===== src/rtl/ws2812_pkg.sv =====
// Shared types and default sizing for the WS2812 frame scheduler.
// Latency: n/a (types and constants only).
// Backpressure: n/a.
package ws2812_pkg;

    localparam int LED_CNT_DEF = 7;
    localparam int PIX_W_DEF   = 9;
    localparam int FRAME_W     = LED_CNT_DEF * PIX_W_DEF;

    typedef enum logic [2:0] {
        IDLE,
        LATCH,
        START,
        ACK,
        SEND,
        GAP
    } sched_state_t;

endpackage


===== src/rtl/sched_timer.sv =====
// Loadable down-counter; done is high while the count sits at zero.
// Latency: load takes effect on the next cycle; done is combinational from the count.
// Backpressure: none; en pauses counting, load always wins.
module sched_timer #(
    parameter int           W       = 8,
    parameter logic [W-1:0] RST_VAL = '0
) (
    input  logic         clk,
    input  logic         rst_n,
    input  logic         load,
    input  logic [W-1:0] load_val,
    input  logic         en,
    output logic         done
);

    logic [W-1:0] cnt;

    always_ff @(posedge clk) begin
        if (!rst_n) begin
            cnt <= RST_VAL;
        end else if (load) begin
            cnt <= load_val;
        end else if (en && (cnt != '0)) begin
            cnt <= cnt - 1'b1;
        end
    end

    assign done = (cnt == '0);

endmodule


===== src/rtl/ws2812_frame_scheduler.sv =====
// Double-buffers SPI frames (or a chase pattern on SPI silence) and launches the WS2812 driver.
// Latency: frame_valid while IDLE -> drv_start three cycles later; drv_data updates only in LATCH.
// Backpressure: none upstream; newer frames overwrite a pending one (counted in drop_cnt).
module ws2812_frame_scheduler
    import ws2812_pkg::*;
#(
    parameter int LED_CNT  = LED_CNT_DEF,
    parameter int PIX_W    = PIX_W_DEF,
    parameter int GAP_CYC  = 3000,
    parameter int IDLE_CYC = 10000000,
    parameter int STEP_CYC = 1000000,
    parameter int ACK_CYC  = 15
) (
    input  logic                     clk,
    input  logic                     rst_n,
    input  logic [LED_CNT*PIX_W-1:0] frame_in,
    input  logic                     frame_valid,
    input  logic                     drv_busy,
    output logic                     drv_start,
    output logic [LED_CNT*PIX_W-1:0] drv_data,
    output logic                     pattern_active,
    output logic                     stall_err,
    output logic [7:0]               drop_cnt
);

    localparam int FW     = LED_CNT * PIX_W;
    localparam int GA_MAX = (GAP_CYC > ACK_CYC) ? GAP_CYC : ACK_CYC;
    localparam int GA_W   = $clog2(GA_MAX + 1);
    localparam int IDLE_W = $clog2(IDLE_CYC + 1);
    localparam int STEP_W = $clog2(STEP_CYC + 1);
    localparam int IDX_W  = (LED_CNT > 1) ? $clog2(LED_CNT) : 1;

    sched_state_t state, state_nxt;

    logic [FW-1:0]    staging;
    logic [FW-1:0]    pat_frame;
    logic             pending;
    logic             pend_pat;
    logic [IDX_W-1:0] pat_idx;
    logic [IDX_W-1:0] pat_sel;

    logic             ga_load;
    logic [GA_W-1:0]  ga_val;
    logic             ga_done;
    logic             stall_set;
    logic             idle_done;
    logic             step_done;
    logic             step_fire;
    logic             drop_hit;

    // GAP and ACK never overlap, so one timer serves both windows.
    sched_timer #(.W(GA_W)) u_ga_timer (
        .clk      (clk),
        .rst_n    (rst_n),
        .load     (ga_load),
        .load_val (ga_val),
        .en       ((state == ACK) || (state == GAP)),
        .done     (ga_done)
    );

    sched_timer #(.W(IDLE_W), .RST_VAL(IDLE_W'(IDLE_CYC))) u_idle_timer (
        .clk      (clk),
        .rst_n    (rst_n),
        .load     (frame_valid),
        .load_val (IDLE_W'(IDLE_CYC)),
        .en       (1'b1),
        .done     (idle_done)
    );

    // Held at zero while inactive so the first step is queued as pattern mode begins.
    sched_timer #(.W(STEP_W)) u_step_timer (
        .clk      (clk),
        .rst_n    (rst_n),
        .load     (step_fire || !pattern_active),
        .load_val (step_fire ? STEP_W'(STEP_CYC - 1) : '0),
        .en       (pattern_active),
        .done     (step_done)
    );

    // A due step waits while a frame is still pending, so every index reaches the LEDs.
    assign step_fire = pattern_active && step_done && !pending && !frame_valid;

    // Only an unsent SPI frame counts as dropped; LATCH is already consuming the old one.
    assign drop_hit = frame_valid && pending && !pend_pat && (state != LATCH);

    always_comb begin
        pat_frame = '0;
        for (int i = 0; i < LED_CNT; i++) begin
            if (pat_sel == IDX_W'(i)) begin
                pat_frame[FW-1-i*PIX_W -: PIX_W] = {PIX_W{1'b1}};
            end
        end
    end

    always_comb begin
        state_nxt = state;
        ga_load   = 1'b0;
        ga_val    = '0;
        drv_start = 1'b0;
        stall_set = 1'b0;
        unique case (state)
            IDLE: begin
                if (pending) state_nxt = LATCH;
            end
            LATCH: begin
                state_nxt = START;
            end
            START: begin
                // The ack window counts the START cycle itself.
                drv_start = 1'b1;
                state_nxt = ACK;
                ga_load   = 1'b1;
                ga_val    = GA_W'(ACK_CYC - 2);
            end
            ACK: begin
                if (drv_busy) begin
                    state_nxt = SEND;
                end else if (ga_done) begin
                    stall_set = 1'b1;
                    state_nxt = GAP;
                    ga_load   = 1'b1;
                    ga_val    = GA_W'(GAP_CYC - 1);
                end
            end
            SEND: begin
                if (!drv_busy) begin
                    state_nxt = GAP;
                    ga_load   = 1'b1;
                    ga_val    = GA_W'(GAP_CYC - 1);
                end
            end
            GAP: begin
                if (ga_done) state_nxt = IDLE;
            end
            default: state_nxt = IDLE;
        endcase
    end

    always_ff @(posedge clk) begin
        if (!rst_n) begin
            state          <= IDLE;
            staging        <= '0;
            drv_data       <= '0;
            pending        <= 1'b0;
            pend_pat       <= 1'b0;
            pattern_active <= 1'b0;
            stall_err      <= 1'b0;
            drop_cnt       <= '0;
            pat_idx        <= '0;
            pat_sel        <= '0;
        end else begin
            state <= state_nxt;

            if (stall_set) stall_err <= 1'b1;

            if (state == LATCH) begin
                drv_data <= pattern_active ? pat_frame : staging;
            end

            if (frame_valid) begin
                staging  <= frame_in;
                pending  <= 1'b1;
                pend_pat <= 1'b0;
                if (drop_hit && (drop_cnt != 8'hFF)) drop_cnt <= drop_cnt + 8'd1;
            end else if (step_fire) begin
                pending  <= 1'b1;
                pend_pat <= 1'b1;
                pat_sel  <= pat_idx;
                pat_idx  <= (pat_idx == IDX_W'(LED_CNT - 1)) ? '0 : pat_idx + 1'b1;
            end else if (state == LATCH) begin
                pending <= 1'b0;
            end

            if (frame_valid) begin
                pattern_active <= 1'b0;
            end else if (idle_done) begin
                pattern_active <= 1'b1;
            end
        end
    end

endmodule


===== config.mk =====
export PLATFORM = sky130hd
export DESIGN_NAME = ws2812_frame_scheduler
export DESIGN_NICKNAME = d
export VERILOG_FILES = /design/src/rtl/ws2812_pkg.sv /design/src/rtl/sched_timer.sv /design/src/rtl/ws2812_frame_scheduler.sv
export SDC_FILE = /design/constraint.sdc
export NUM_CORES = 1
export LEC_CHECK = 0
export CAP_MARGIN = 30
export CELL_PAD_IN_SITES_DETAIL_PLACEMENT = 1
export CELL_PAD_IN_SITES_GLOBAL_PLACEMENT = 1
export CORE_UTILIZATION = 44
export DETAILED_ROUTE_END_ITERATION = 8
export GPL_TIMING_DRIVEN = 1
export HOLD_SLACK_MARGIN = 0.05
export PLACE_DENSITY_LB_ADDON = 0.1
export SETUP_SLACK_MARGIN = 0.02
export SYNTH_ARGS = -nofsm -noshare
export SYNTH_HDL_FRONTEND = slang
export SYNTH_HIERARCHICAL = 1
export SYNTH_SLANG_ARGS = --single-unit

===== constraint.sdc =====
create_clock -name clk -period 6.5 [get_ports clk]
set_input_delay 1.3 -clock clk [delete_from_list [all_inputs] [get_ports clk]]
set_output_delay 1.3 -clock clk [all_outputs]
set_load 0.005 [all_outputs]

======== Word-level counts from Yosys, hierarchy flattened ========
Cells that the tools add are included.
word-level totals
  bits in writable memories ............... 0
  bits in latches ......................... 0
  logic and storage cells ................. 101
  input port bits ......................... 67
  memories ................................ 0
  register bits after elaboration ......... 203
  ROM bits ................................ 0
cells by class
  $mul .................................... 0
  $lt $le $gt $ge ......................... 0
  add/sub/neg operators ................... 5
  reduce and logical (&&, ||, !) cells .... 30
  equal/unequal tests ..................... 18
  shift-type cells ........................ 0
  bitwise logic cells ..................... 2
  div/mod/pow operators ................... 0
  mux-type cells .......................... 33
operator list
  kind                     count
  $mux W63                 1
  $mux W9                  7
  $mux W12                 5
  $mux W20                 3
  $pmux W12 S3             1
  $logic_not A24 Y1        1
  $reduce_bool A24 Y1      1
  $sub A24 B1 Y24 const B  1
  $logic_not A20 Y1        1
  $reduce_bool A20 Y1      1
  $sub A20 B1 Y20 const B  1
  $eq A3 B3 Y1 const B     6
  $mux W3                  6
  $pmux W3 S6              1
  $eq A3 B2 Y1 const B     4
  $logic_not A12 Y1        1
  $reduce_bool A12 Y1      1
  $sub A12 B1 Y12 const B  1
  $logic_and A1 B1 Y1      9
  $add A8 B1 Y8 const B    1
  $mux W1                  8
  $ne A8 B8 Y1 const B     1
  $eq A3 B1 Y1 const B     2
  $logic_not A3 Y1         2
  other kinds (13)         22

======== Logic depth before layout (Yosys ltp) ========
  word-level depth ........................ 6
  mapped depth ............................ 14
  gate-level depth less buffers ........... 12

======== Modules after synthesis ========
The synthesis kept the hierarchy.
by module, submodules not included
  module                      cells each  times used  area an instance (µm²)
  ws2812_frame_scheduler      611         1           5659.2
  sched_timer (u_idle_timer)  184         1           1561.5
  sched_timer (u_step_timer)  151         1           1237.4
  sched_timer (u_ga_timer)    97          1           803.3

======== Worst setup path before layout ========
Ideal clock, no wire load.
  path kind ............................... input to register
  start ................................... in frame_valid
  end ..................................... reg u_step_timer.cnt[2]
  arrival time ............................ 2694 ps
  stages .................................. 8
  buffers on the path ..................... 3
  path slack .............................. 3673 ps
  path through ............................ or3_1 > buf_2 > nand2_1 > clkbuf_1 > clkinv_1 > clkbuf_1 > o21ai_0 > a21oi_1
on the way
  cells in the longest elaborated chain, start to end .. 4
RTL lines
  what                                                   RTL line                                                    source
  start: declaration                                     ws2812_frame_scheduler.sv:17                                input logic frame_valid,
  $logic_not A1 Y1 *                                     ws2812_frame_scheduler.sv:81                                assign step_fire = pattern_active && step_done && !pending && !frame_valid;
  $logic_and A1 B1 Y1 *                                  ws2812_frame_scheduler.sv:81
  $mux W20 / $logic_or A1 B1 Y1 (equally long branches)  ws2812_frame_scheduler.sv:75, ws2812_frame_scheduler.sv:74
  $mux W20 / $reduce_bool A2 Y1 (equally long branches)  -
  end signal: assignment                                 sched_timer.sv:22                                           cnt <= load_val;
  end signal: assignment                                 sched_timer.sv:24                                           cnt <= cnt - 1'b1;
  end: declaration                                       sched_timer.sv:16                                           logic [W-1:0] cnt;
Every way passes the cells marked *; elsewhere a longest branch is shown, timed or not.
A chain may end at the register's enable or synchronous reset.

======== Worst setup path after layout ========
  start ................................... reg u_step_timer.cnt[11]
  end ..................................... reg u_step_timer.cnt[13]
on the way
  cells in the longest elaborated chain, start to end .. 6
RTL lines
  what                                                   RTL line                      source
  $logic_not A20 Y1 *                                    sched_timer.sv:28             assign done = (cnt == '0);
  via step_done                                          ws2812_frame_scheduler.sv:47  logic step_done;
  $logic_and A1 B1 Y1 * (3 in a row)                     ws2812_frame_scheduler.sv:81
  $logic_or A1 B1 Y1 *                                   ws2812_frame_scheduler.sv:74  .load (step_fire || !pattern_active),
  $mux W20 / $reduce_bool A2 Y1 (equally long branches)  -
Mark *: on every way through the listed nets, which the timed path passes. The rest lies on a longest branch. The select of a mux whose other input is x is not followed.

==> metrics <==
highest clock rate=272 MHz; power per cell area=299 nW/µm²; Post-synth EDFFs=0; CP top delay family=simple AND/OR/NAND/NOR gates; CTS Sinks=203; max incr delay on CP=about 0.76 ns; #FFs+latches synth=203; Initial Util=45.3%; global-route track usage on met1=29.9%; leading cell type in the layout, fill and taps excluded=dfxtp_1; Core Footprint=20400 µm²; Mapped Area=9260 µm²; routed vias/inst=5.52; Synth Instances=1043; port bufs=140; Slew Viols, Final=0; Vias=~8000; setup ws final=2.82 ns; register area share after synthesis=43.9%; post-route clock period utilization=56.6%; Syn-to-layout area delta=27.3%; Worst setup EP type=register; Post-CTS Setup Inserts=0; setup TNS=0 ns; Final HPWL DP=16000 µm; Clock Skews=0.00631 ns; Primary FF master, synth=dfxtp_1; LEAKAGE=4.44 nW; critical setup path kind=reg2reg; ys async rst share=0%; grt met2 use=42.1%; Root Buffer=clkbuf_16; total grt overflow=0; met3 GRT Util=4.13%; post-layout min period=3.68 ns; CTS Hold Buffers Added=0; GPL Wtd Cong=0.780; commonest non-fill, non-tap cells in the layout=dfxtp_1, clkdlybuf4s50_1, a21oi_1; initial antenna violation count=0; Yosys warnings=6; Avg Inst Size Synth=between 8 and 9 µm²; PostCTS Resize Cnt=0; Crit path top cell by count=nand2_1; Hold Crit Class=reg2reg; first-pass GRT wire length=42400 µm; Die Height=147 µm; VDD IR max=0.205 mV; remaining antenna violation count=0; n_diodes=0; residual DRC count=0; Hold Violations, Final=0; Final Setup Violations=0; Critical Path Source Type=register; Max Cap Viol=0; CP max-delay cell=clkinv_1; Inserted Clock Buffers=24; I/O Pins=141; Starting DRT DRC Count=317; worst skew pair latency=around 0.5 ns; CTS tree=yes; Nets=1256; Pre-antenna DRT Iters=4; outcome=complete, no violations; Hold Worst Slack=0.465 ns; Buf+Inv Stages, Crit Path=1; GRT Util Overall=23.9%; Max clock buf depth=3; Rel. slew slack=36.7%; CP Data Arrival Time=4.11 ns; row cnt=52; layout cells sized above 1=under 10%; cells along the critical path=nor4_1, nand2_1, nor2_1, nand2_1, or3_1, nand2_1, clkinv_1, and4_1, a211oi_2; Worst Path Max Fanout=36; drt wl/cell=approximately 18 µm; largest net degree at the start of global routing=90; fillers=~2400; global route hottest layer=met2; H-Tree Depth=1; Die Wd=~150 µm; Yosys cell types=80; RSZ-0062 raised after global routing=no; Post-Route WL=25800 µm; pre-CTS setup slack=2.56 ns; total die area=21600 µm²; WP data required=6.94 ns; Worst-path clk slew=0.06 ns; vias in the first global route=8231; Worst-Margin Slew=0.948 ns
-- per-stage QoR --
stage / power [W] / util, % / instances / area (µm²)
4_1_cts: 0.00356 / 57.7 / 1469 / 11800
3_3_place_gp: 0.00202 / 53.2 / 1425 / 10900
6_report: 0.00353 / 57.7 / 1469 / 11800
5_1_grt: 0.00368 / 57.7 / 1469 / 11800
3_5_place_dp: 0.00203 / 53.3 / 1426 / 10900
2_1_floorplan: 0.00177 / - / 1078 / 9390
-- state kept, by name, indices dropped and copies added (netlist names) --
signal / cells
drv_data: 63
staging: 63
u_idle_timer/cnt: 24
u_step_timer/cnt: 20
u_ga_timer/cnt: 12
drop_cnt: 8
pat_idx: 3
pat_sel: 3
state: 3
pattern_active: 1
pend_pat: 1
pending: 1
stall_err: 1
-- logic make-up (layout without fill, tap and decap cells) --
kind of cell	count (synthesis)	in the layout	share of synthesized area [%]
buffers and inverters	86	207	4.00
AND/OR/NAND/NOR	346	346	21.5
flip-flops	203	203	43.9
other	2	37	0.0811
AO/OA/AOI/OAI	298	298	19.1
multiplexers	70	70	7.58
XOR/XNOR	31	31	2.93
adder cells (fa/ha/maj)	7	7	0.946
-- worst paths after layout --
check                       start                    to  slack [ns]  cells past startpoint
max          u_step_timer/cnt[11]  u_step_timer/cnt[13]        2.82                      9
min                     stall_err             stall_err        0.46                      1
max reg2reg  u_step_timer/cnt[11]  u_step_timer/cnt[13]        2.82                      9
min reg2reg             stall_err             stall_err        0.46                      1
-- layer usage --
metal / part of all wire, % / vias up
met5: 0 / -
met4: 2.0 / 0
met3: 4.2 / 41
met2: 49 / 143
met1: 45 / 3954
li1: - / 3965
-- synthesized netlist by cell type (all sizes together) (4+ instances only) --
master   count  area (µm²)
a2111oi      4        41.3
a211oi      12         113
a21oi      118         606
a31oi       13         106
and3         5        36.3
and4         4        37.5
buf         24         133
clkbuf      45         169
dfxtp      203        4060
ha           7        87.6
inv         15        56.3
mux2i       69         691
nand2       40         150
nand2b      72         450
nand3       12        60.1
nand4        4        25.0
nand4b       4        35.0
nor2       107         402
nor2b        6        37.5
nor3        17         113
nor3b        6        45.0
nor4        16         161
nor4b        9        91.3
o21ai      115         576
or2          4        25.0
or3         14        88.8
or4         15         135
xnor2       30         263
-- final cells by class --
type                       instances  area, µm²  share of cell area, %
inverter                          17       68.8                  0.584
sequential                       203       4070                   34.5
multi-input combinational        789       4960                   42.1
timing repair buffer             147       1450                   12.3
clock inverter                     8        168                   1.42
clock buffer                      35        743                   6.30
tap                              270        338                   2.86
-- where the power goes --
group	switching, W	internal, W	leakage [nW]
Clock	0.000532	0.000987	0.447
Sequential	0.0000832	0.00135	1.67
Combinational	0.000296	0.000278	2.32
-- worst reg2reg max path, cell delays in order (launching register included) --
cell and delay, ns:
dfxtp_1 0.37, nor4_1 0.50, nand2_1 0.25, nor2_1 0.23, nand2_1 0.09, or3_1 0.44, nand2_1 0.28, clkinv_1 0.76
and4_1 0.50, a211oi_2 0.18
(Power assumes the default switching activity.)
